===== src/rtl/mem_target_if.sv =====
// Handshake bundle for mem_target: read-address/read-data and write channels.
// The target uses the slave modport; requesters use master.
interface mem_target_if #(
    parameter int unsigned DATA_WIDTH = 16,
    parameter int unsigned ADDR_WIDTH = 16
);
    logic [ADDR_WIDTH-1:0] r_addr;
    logic                  r_avalid;
    logic                  r_aready;
    logic                  r_dvalid;
    logic [DATA_WIDTH-1:0] r_data;
    logic [ADDR_WIDTH-1:0] w_addr;
    logic [DATA_WIDTH-1:0] w_data;
    logic                  w_valid;
    logic                  w_ready;

    modport slave (
        input  r_addr, r_avalid, w_addr, w_data, w_valid,
        output r_aready, r_dvalid, r_data, w_ready
    );

    modport master (
        output r_addr, r_avalid, w_addr, w_data, w_valid,
        input  r_aready, r_dvalid, r_data, w_ready
    );
endinterface


===== src/rtl/mem_target.sv =====
// Pipelined memory target: write-first storage, READ_LATENCY-deep read pipeline,
// accept counters. Define MEM_TARGET_BACKPRESSURE_EN for LFSR-driven ready stalls.
module mem_target #(
    parameter int unsigned DATA_WIDTH     = 16,
    parameter int unsigned ADDR_WIDTH     = 16,
    parameter int unsigned MEM_DEPTH_LOG2 = 8,
    parameter int unsigned READ_LATENCY   = 2
) (
    input  logic        clk,
    input  logic        reset_n,
    mem_target_if.slave bus,
    output logic [31:0] rd_count,
    output logic [31:0] wr_count
);
    localparam int unsigned DEPTH = 1 << MEM_DEPTH_LOG2;

    logic [MEM_DEPTH_LOG2-1:0] r_idx;
    logic [MEM_DEPTH_LOG2-1:0] w_idx;
    logic                      rd_acc;
    logic                      wr_acc;
    logic [DATA_WIDTH-1:0]     rd_word;
    logic [DATA_WIDTH-1:0]     mem_q [DEPTH];

    logic r_aready_q, r_aready_d;
    logic w_ready_q, w_ready_d;
    logic [31:0] rd_count_q, rd_count_d;
    logic [31:0] wr_count_q, wr_count_d;

    logic [READ_LATENCY-1:0] valid_q, valid_d;
    logic [DATA_WIDTH-1:0]   data_q [READ_LATENCY];
    logic [DATA_WIDTH-1:0]   data_d [READ_LATENCY];

    // Upper address bits deliberately ignored: addresses alias modulo DEPTH.
    logic unused_addr_bits;
    assign unused_addr_bits = ^{bus.r_addr, bus.w_addr};

    assign r_idx  = bus.r_addr[MEM_DEPTH_LOG2-1:0];
    assign w_idx  = bus.w_addr[MEM_DEPTH_LOG2-1:0];
    assign rd_acc = bus.r_avalid & r_aready_q;
    assign wr_acc = bus.w_valid & w_ready_q;

`ifdef MEM_TARGET_BACKPRESSURE_EN
    logic [15:0] lfsr_q, lfsr_d;

    always_comb begin
        lfsr_d     = {lfsr_q[14:0], lfsr_q[15] ^ lfsr_q[13] ^ lfsr_q[12] ^ lfsr_q[10]};
        r_aready_d = lfsr_d[0];
        w_ready_d  = lfsr_d[1];
    end

    always_ff @(posedge clk or negedge reset_n) begin
        if (!reset_n) lfsr_q <= 16'hACE1;
        else          lfsr_q <= lfsr_d;
    end
`else
    always_comb begin
        r_aready_d = 1'b1;
        w_ready_d  = 1'b1;
    end
`endif

    // Write-first: a same-edge write to the read index bypasses storage.
    always_comb begin
        if (wr_acc && (w_idx == r_idx)) rd_word = bus.w_data;
        else                            rd_word = mem_q[r_idx];
    end

    always_ff @(posedge clk) begin
        if (wr_acc) mem_q[w_idx] <= bus.w_data;
    end

    // Data stages only load when a valid token moves in, so the last stage
    // (r_data) holds its value between read responses.
    always_comb begin
        valid_d    = '0;
        valid_d[0] = rd_acc;
        data_d[0]  = rd_acc ? rd_word : data_q[0];
        for (int unsigned i = 1; i < READ_LATENCY; i++) begin
            valid_d[i] = valid_q[i-1];
            data_d[i]  = valid_q[i-1] ? data_q[i-1] : data_q[i];
        end
    end

    always_comb begin
        rd_count_d = rd_count_q + 32'(rd_acc);
        wr_count_d = wr_count_q + 32'(wr_acc);
    end

    always_ff @(posedge clk or negedge reset_n) begin
        if (!reset_n) begin
            r_aready_q <= 1'b0;
            w_ready_q  <= 1'b0;
            rd_count_q <= '0;
            wr_count_q <= '0;
            valid_q    <= '0;
            for (int unsigned i = 0; i < READ_LATENCY; i++) begin
                data_q[i] <= '0;
            end
        end else begin
            r_aready_q <= r_aready_d;
            w_ready_q  <= w_ready_d;
            rd_count_q <= rd_count_d;
            wr_count_q <= wr_count_d;
            valid_q    <= valid_d;
            for (int unsigned i = 0; i < READ_LATENCY; i++) begin
                data_q[i] <= data_d[i];
            end
        end
    end

    assign bus.r_aready = r_aready_q;
    assign bus.w_ready  = w_ready_q;
    assign bus.r_dvalid = valid_q[READ_LATENCY-1];
    assign bus.r_data   = data_q[READ_LATENCY-1];
    assign rd_count     = rd_count_q;
    assign wr_count     = wr_count_q;
endmodule


===== src/flat_wrapper.sv =====
// flat-port wrapper written by rule: the top's interface ports become plain ports
module mem_target_flat 
#(
    parameter int unsigned DATA_WIDTH     = 16,
    parameter int unsigned ADDR_WIDTH     = 16,
    parameter int unsigned MEM_DEPTH_LOG2 = 8,
    parameter int unsigned READ_LATENCY   = 2
)
  (clk, reset_n, rd_count, wr_count, bus_r_addr, bus_r_avalid, bus_w_addr, bus_w_data, bus_w_valid, bus_r_aready, bus_r_dvalid, bus_r_data, bus_w_ready);
  mem_target_if #(.DATA_WIDTH(DATA_WIDTH), .ADDR_WIDTH(ADDR_WIDTH)) bus_i ();
  input  logic clk;
  input  logic reset_n;
  output logic [31:0] rd_count;
  output logic [31:0] wr_count;
  input wire logic [$bits(bus_i.r_addr)-1:0] bus_r_addr;
  input wire logic [$bits(bus_i.r_avalid)-1:0] bus_r_avalid;
  input wire logic [$bits(bus_i.w_addr)-1:0] bus_w_addr;
  input wire logic [$bits(bus_i.w_data)-1:0] bus_w_data;
  input wire logic [$bits(bus_i.w_valid)-1:0] bus_w_valid;
  output wire logic [$bits(bus_i.r_aready)-1:0] bus_r_aready;
  output wire logic [$bits(bus_i.r_dvalid)-1:0] bus_r_dvalid;
  output wire logic [$bits(bus_i.r_data)-1:0] bus_r_data;
  output wire logic [$bits(bus_i.w_ready)-1:0] bus_w_ready;
  assign bus_i.r_addr = bus_r_addr;
  assign bus_i.r_avalid = bus_r_avalid;
  assign bus_i.w_addr = bus_w_addr;
  assign bus_i.w_data = bus_w_data;
  assign bus_i.w_valid = bus_w_valid;
  assign bus_r_aready = bus_i.r_aready;
  assign bus_r_dvalid = bus_i.r_dvalid;
  assign bus_r_data = bus_i.r_data;
  assign bus_w_ready = bus_i.w_ready;
  mem_target #(.DATA_WIDTH(DATA_WIDTH), .ADDR_WIDTH(ADDR_WIDTH), .MEM_DEPTH_LOG2(MEM_DEPTH_LOG2), .READ_LATENCY(READ_LATENCY)) u_core (.clk(clk), .reset_n(reset_n), .bus(bus_i), .rd_count(rd_count), .wr_count(wr_count));
endmodule

===== config.mk =====
export PLATFORM = sky130hd
export DESIGN_NAME = mem_target_flat
export DESIGN_NICKNAME = d
export VERILOG_FILES = /design/src/rtl/mem_target_if.sv /design/src/rtl/mem_target.sv /design/src/flat_wrapper.sv
export SDC_FILE = /design/constraint.sdc
export NUM_CORES = 2
export LEC_CHECK = 0
export BUFFER_PORTS_ARGS = -buffer_cell sky130_fd_sc_hd__buf_4
export CORE_MARGIN = 3
export CORE_UTILIZATION = 62
export DETAILED_ROUTE_END_ITERATION = 8
export PLACE_DENSITY = 0.82
export RECOVER_POWER = 100
export SETUP_SLACK_MARGIN = 0.5
export SLEW_MARGIN = 20
export SYNTH_ARGS = -nofsm -noshare
export SYNTH_HDL_FRONTEND = slang
export SYNTH_SLANG_ARGS = --single-unit

===== constraint.sdc =====
create_clock -name clk -period 3.5 [get_ports clk]
set_clock_uncertainty 0.2 [all_clocks]
set_input_delay 0.7 -clock clk [delete_from_list [all_inputs] [get_ports clk]]
set_output_delay 0.7 -clock clk [all_outputs]
set_load 0.02 [all_outputs]

== Yosys cells after proc, flatten, opt, wreduce, memory -nomap -nowiden ==
Memories as Yosys holds them, arrays and structs flattened. A register that Yosys moved wholly into a read port is not among the register bits.
Index checks and enable logic that the tools add are counted.

* Flip-flop bits (word level): 83
* Memories kept: 1
* Input bits: 52
* Output and inout port bits: 83
* Word-level logic and storage cells: 13
* Bits in writable memories: 4096

{| class="wikitable"
|+ Memories
! memory !! depth !! bits a word !! rd ports !! clocked after memory_dff !! wr ports !! line !! RTL
|-
| u_core.mem_q || 256 || 16 || 1 || 1 || 1 || mem_target.sv:22 || <nowiki>logic [DATA_WIDTH-1:0] mem_q [DEPTH];</nowiki>
|}

* Reduce and logical (&&, ||, !) cells: 1
* Multiplexer cells: 2
* Bitwise logic cells: 2
* $add $sub $neg: 2

{| class="wikitable"
|+ Operators by type and width
! kind !! count
|-
| adder 32 x 1 -> 32 bit || 2
|-
| AND 1 bit || 2
|-
| two-way mux 1 bit || 2
|-
| zero test 1 bit || 1
|}

== Logic depth before layout (Yosys ltp) ==
* Depth in word-level cells: 3
* Mapped depth: 14
* Mapped depth without buffers: 11

== Least setup slack after synthesis ==
OpenSTA, ideal clock, no wires.

* Path type: input to register
* Start point: input port bus_r_avalid
* End point: register u_core.rd_count_q[29], in the netlist u_core.rd_count[29]
* Stages: 10
* Setup time: 129 ps
* Data arrival time: 2968 ps
* Required time: 3171 ps
* Slack: 203 ps
* Path through: nand2_1 > inv_1 > clkbuf_1 > ha_1 > nand2_1 > nor4_1 > nand3_1 > nor3_1 > nand3_1 > xnor2_1

* Longest elaborated chain between the ends: 2

{| class="wikitable"
|+ RTL lines
! element !! line !! RTL
|-
| start, declared || flat_wrapper.sv:16 || <nowiki>input wire logic [$bits(bus_i.r_avalid)-1:0] bus_r_avalid;</nowiki>
|-
| AND 1 bit || mem_target.sv:39 || <nowiki>assign rd_acc = bus.r_avalid & r_aready_q;</nowiki>
|-
| net u_core.rd_acc || mem_target.sv:19 || <nowiki>logic rd_acc;</nowiki>
|-
| adder 32 x 1 -> 32 bit || mem_target.sv:85 || <nowiki>rd_count_d = rd_count_q + 32'(rd_acc);</nowiki>
|-
| net u_core.rd_count_d[29] || mem_target.sv:26 || <nowiki>logic [31:0] rd_count_q, rd_count_d;</nowiki>
|-
| end signal, assigned || mem_target.sv:102 || <nowiki>rd_count_q <= rd_count_d;</nowiki>
|-
| end, declared || mem_target.sv:26 ||
|}

The timed path passes the listed nets, and every way through them passes these cells.
A chain may end at the register's enable or synchronous reset.

==> results list <==
- Pin count of the biggest net entering global routing: between 150 and 200
- Setup TNS Final: -0.03529 ns
- Hold is met by 0.09818 ns.
* Internal power component: 82.93 mW
* Count of cells along the worst hold path: 4
* Cells taking the most area after synthesis: sky130_fd_sc_hd__edfxtp_1 76%, sky130_fd_sc_hd__mux4_2 11%, sky130_fd_sc_hd__mux2i_1 3.1%
- The floorplan step set the die height to slightly above 500 um.
- Clk root buf: sky130_fd_sc_hd__clkbuf_16
* HPWL Detailed: approximately 270000 um
- In the synthesized netlist the async set-or-reset flop fraction comes to 2.360%.
* Share of synthesized area occupied by flip-flops and latches: 77.77%
- Drt wl/cell: 38.52 um
- In the final layout, the share of cells above drive strength 1 is a little over a quarter.
- Most used cells in the layout excluding fill and tap cells: 4096 x sky130_fd_sc_hd__edfxtp_1, 816 x sky130_fd_sc_hd__mux4_2, 597 x sky130_fd_sc_hd__buf_4
* Worst setup slack after layout: -0.03529 ns
- Vias in the first global route: 90800
- Relative contribution of sequential cells to total power: 52.5%
- Critical path peak fanout: 22
* Required time worst endpoint: 4.19 ns
- Net switching is 21.77% of the power.
* Final setup violation count: 1
- Worst min-delay path endpoint: u_core.rd_count[0]
- Num Clock Sinks: 4195
- At the pin with the least slew margin, the transition time is 3.465 ns.
- DRC Markers: 10
- The analysis attributes to cell leakage a power of between 60 and 70 nW.
- The die covers between 0.2 and 0.3 sq mm.
- Across the run, the number of max-cap violations was 17.
* Gate count of the mapped netlist: roughly 7600
- In this run the power spent charging and discharging nets is 23.08 mW.
* Unrepaired setup endpoints after global routing: true
* Top-Level Pins: approximately 140
* Clock power share: 41.7%
* Maximum clock path buffer count: 4
* Worst-Skew Late Latency: approximately 1 ns
- Origin of the critical flop-to-flop path: u_core.bus.r_aready
* Total placed cells including tap cells: approximately 12000
- Number of synthesized flops with an enable pin: 4096
* Violations in the final reports: design-rule violations, max-capacitance violations, max-slew violations, negative setup slack
- Routed wire length: about 480000 um
- The number of clock buffers added by TritonCTS is 410.
- Number of synthesis warnings: 0
- ANT nets after route: 0
- For this run, the top clock speed supported by timing is 282.9 MHz.
- Of all cell types, the one taking the most synthesized area is sky130_fd_sc_hd__edfxtp_1.
* Layout Cells excl Fill: 12400
- Post-route minimum period: roughly 3.5 ns
- Count of endpoints failing hold in the final timing report: 0
- Critical Path End Type: register
- Once layout is complete, the utilization of the core stands at 72.10%.
* Reg-to-reg slack, setup: about 0.1 ns
* Synthesized netlist net count: 7665
- The first global-routing pass estimated around 670000 um of wire.
* # fillers: 13330
- In this run, synthesis produced a sequential element count of 4195.
* Proportion of power drawn by combinational gates: approximately 5.8%
- Clock-pin slew was measured on the worst setup and hold paths at about 0.070 ns.
* Global-route congestion overflow total: 0
- Data on the critical path arrives at its endpoint at 4.22 ns.
* All-Layer GR Usage: 35.69%
- Run status: finished with violations
- Power density cells: 570.2 mW/mm^2
* Floorplan Core Area: between 0.2 and 0.3 sq mm
* Count of cells along the worst register-to-register path: 7
- Final slew viol count: 1503
- Unique cell type count in the Yosys netlist: 56
* Worst IR Drop VDD: 622.0 uV
* Classification of the worst setup path: in -> reg
* Post-route clock period utilization: 101.0%
- Antenna violations before repair: 32
- The H-tree was split into 5 levels.
- Most common cell after layout, fill and taps aside: sky130_fd_sc_hd__edfxtp_1
- Dividing the detail-routed via count by the number of cells gives approximately 7.4.
- Worst slew margin relative to its limit: -131.0%
- Drt initial violations: 15860
- At the end of the flow, the number of nets in the layout was 8732.
* Final estimated routing congestion in global placement: between 0.9 and 1
- The synthesized design devotes to its leading area cell type ~76% of total area.
- In this run the tool buffered the top-level ports with about 120 buffer cells.
* Crit path launch type: primary input
- Initial standard-cell utilization of the core: 62.57%
- DIE WIDTH: 516.1 um
- In this run the most critical hold path is launched from bus_r_avalid.
* Area growth, synth to finish: 15.23%
- For this run, the leading register cell type out of synthesis is sky130_fd_sc_hd__edfxtp_1.
- Router iterations before antenna repair: 8
* Average cell area after synthesis: 21.20 sq um
- The design draws 106.0 mW.
* TritonCTS clock tree: yes
* Num rows: 186
* Synth Cell Area: 0.1613 sq mm
- The worst hold path belongs to the class in -> reg.
* Via total after detailed routing: 91480
* Critical R2R Capture: u_core.mem_q[1][3]
[per-stage QoR]
stage / instance area [sq um] / worst slack [ns]
after floorplan: 162000 / 0.4136
final: 185900 / -0.03529
after global routing: 185900 / 0.09243
after detailed placement: 173800 / -0.5660
after CTS: 187200 / 0.5149
after global placement: 173800 / -0.5323
[worst max path at each step]
stage / from / end / slack (ns) / depth (start not counted)
after floorplan: bus_r_addr[0] / u_core.data_q[19] / 0.41 / 10
after global placement: bus_r_addr[0] / u_core.data_q[21] / -0.53 / 13
after detailed placement: bus_r_addr[0] / u_core.data_q[21] / -0.57 / 12
after CTS: bus_r_addr[4] / u_core.data_q[28] / 0.51 / 13
after global routing: bus_r_addr[0] / u_core.data_q[26] / 0.09 / 12
final: bus_r_addr[0] / u_core.data_q[26] / -0.04 / 12
[logic make-up (layout without fill, tap and decap cells)]
| kind of cell | count (synthesis) | in the layout | synth area share (%) |
|---|---|---|---|
| adders and majority gates | 4 | 4 | 0.03102 |
| muxes | 1360 | 1360 | 14.81 |
| AOI/OAI and AO/OA | 679 | 679 | 2.977 |
| and+or+nand+nor | 832 | 832 | 2.468 |
| other | 1 | 28 | 0.002324 |
| buffers and inverters | 470 | 1848 | 1.573 |
| xor gates and xnor gates | 68 | 68 | 0.3692 |
| DFF | 4195 | 4195 | 77.77 |
[sequential cells by signal, indices dropped and copies added, names as in the netlist]
name and cells:
u_core.mem_q 4096, u_core.rd_count 32, u_core.wr_count 32, u_core.bus.r_data 16, u_core.data_q 16, u_core.valid_q 2
u_core.bus.r_aready 1
[cells in the mapped netlist, types with 4 or more instances]
cell	n
sky130_fd_sc_hd__nand2b_1	9
sky130_fd_sc_hd__buf_4	103
sky130_fd_sc_hd__xor2_1	16
sky130_fd_sc_hd__nor2_1	323
sky130_fd_sc_hd__xnor2_1	52
sky130_fd_sc_hd__o21ai_0	33
sky130_fd_sc_hd__and2_1	5
sky130_fd_sc_hd__nor2b_1	35
sky130_fd_sc_hd__nor3_1	63
sky130_fd_sc_hd__a31oi_1	8
sky130_fd_sc_hd__or3_1	16
sky130_fd_sc_hd__o22ai_1	156
sky130_fd_sc_hd__a21o_1	8
sky130_fd_sc_hd__o221ai_1	48
sky130_fd_sc_hd__nand3_1	95
sky130_fd_sc_hd__mux2i_1	492
sky130_fd_sc_hd__nor4_1	27
sky130_fd_sc_hd__a21oi_1	47
sky130_fd_sc_hd__nand2_1	130
sky130_fd_sc_hd__edfxtp_1	4096
sky130_fd_sc_hd__and3_1	35
sky130_fd_sc_hd__buf_2	138
sky130_fd_sc_hd__o31ai_1	8
sky130_fd_sc_hd__clkbuf_1	162
sky130_fd_sc_hd__a211oi_1	26
sky130_fd_sc_hd__buf_6	28
sky130_fd_sc_hd__or2_2	6
sky130_fd_sc_hd__nand4_1	64
sky130_fd_sc_hd__a22oi_1	255
sky130_fd_sc_hd__mux2_2	52
sky130_fd_sc_hd__ha_1	4
sky130_fd_sc_hd__and4_1	4
sky130_fd_sc_hd__dfrtp_1	99
sky130_fd_sc_hd__mux4_2	816
sky130_fd_sc_hd__a211o_1	16
sky130_fd_sc_hd__a2111oi_0	9
sky130_fd_sc_hd__buf_1	35
sky130_fd_sc_hd__a221oi_1	16
sky130_fd_sc_hd__o211ai_1	46
sky130_fd_sc_hd__nor4b_2	4
[per-layer routing]
layer	up-vias	part of all wire, %	global-route usage [%]
li1	33970	-	-
met5	-	0.011	0
met2	9305	48	56.57
met3	1995	13	8.929
met4	8	8.1	22.73
met1	46200	31	44.61
[layout make-up]
cell class	instances	area (sq um)	share of cell area, %
Tap cell	3384	4234	2.278
Multi-Input combinational cell	2944	33660	18.11
Clock inverter	227	2435	1.310
Sequential cell	4195	125500	67.50
Inverter	3	16.27	0.008749
Clock buffer	496	10710	5.760
Timing Repair Buffer	1122	9306	5.006
Antenna cell	27	67.56	0.03634
[power groups by stage]
stage	sequential (mW)	clock (mW)	combinational (mW)
after floorplan	56.5	0	2.81
after global placement	56.6	0	5.59
after detailed placement	56.6	0	5.81
after CTS	55.6	44.3	6.04
after global routing	55.6	46.1	6.22
final	55.7	44.3	6.10
[critical path: stages]
cell                        delay (ns)
sky130_fd_sc_hd__buf_16           0.19
sky130_fd_sc_hd__buf_6            0.33
sky130_fd_sc_hd__nor4b_2          0.57
sky130_fd_sc_hd__buf_4            0.40
sky130_fd_sc_hd__a22oi_1          0.20
sky130_fd_sc_hd__buf_4            0.20
sky130_fd_sc_hd__nand3_1          0.11
sky130_fd_sc_hd__nor3_2           0.09
sky130_fd_sc_hd__buf_4            0.15
sky130_fd_sc_hd__o31ai_1          0.63
sky130_fd_sc_hd__a2111oi_2        0.24
sky130_fd_sc_hd__a211o_1          0.31
[what timing repair did]
action,4_1_cts,5_1_grt
pin swaps,0,6
endpoints found under the hold margin,172,18
gates cloned,0,1
endpoints found under the setup margin,31,31
setup buffers,0,1
gates resized for setup,23,33
hold buffers,6,1
Note: power is estimated with default switching activity, not from simulation.
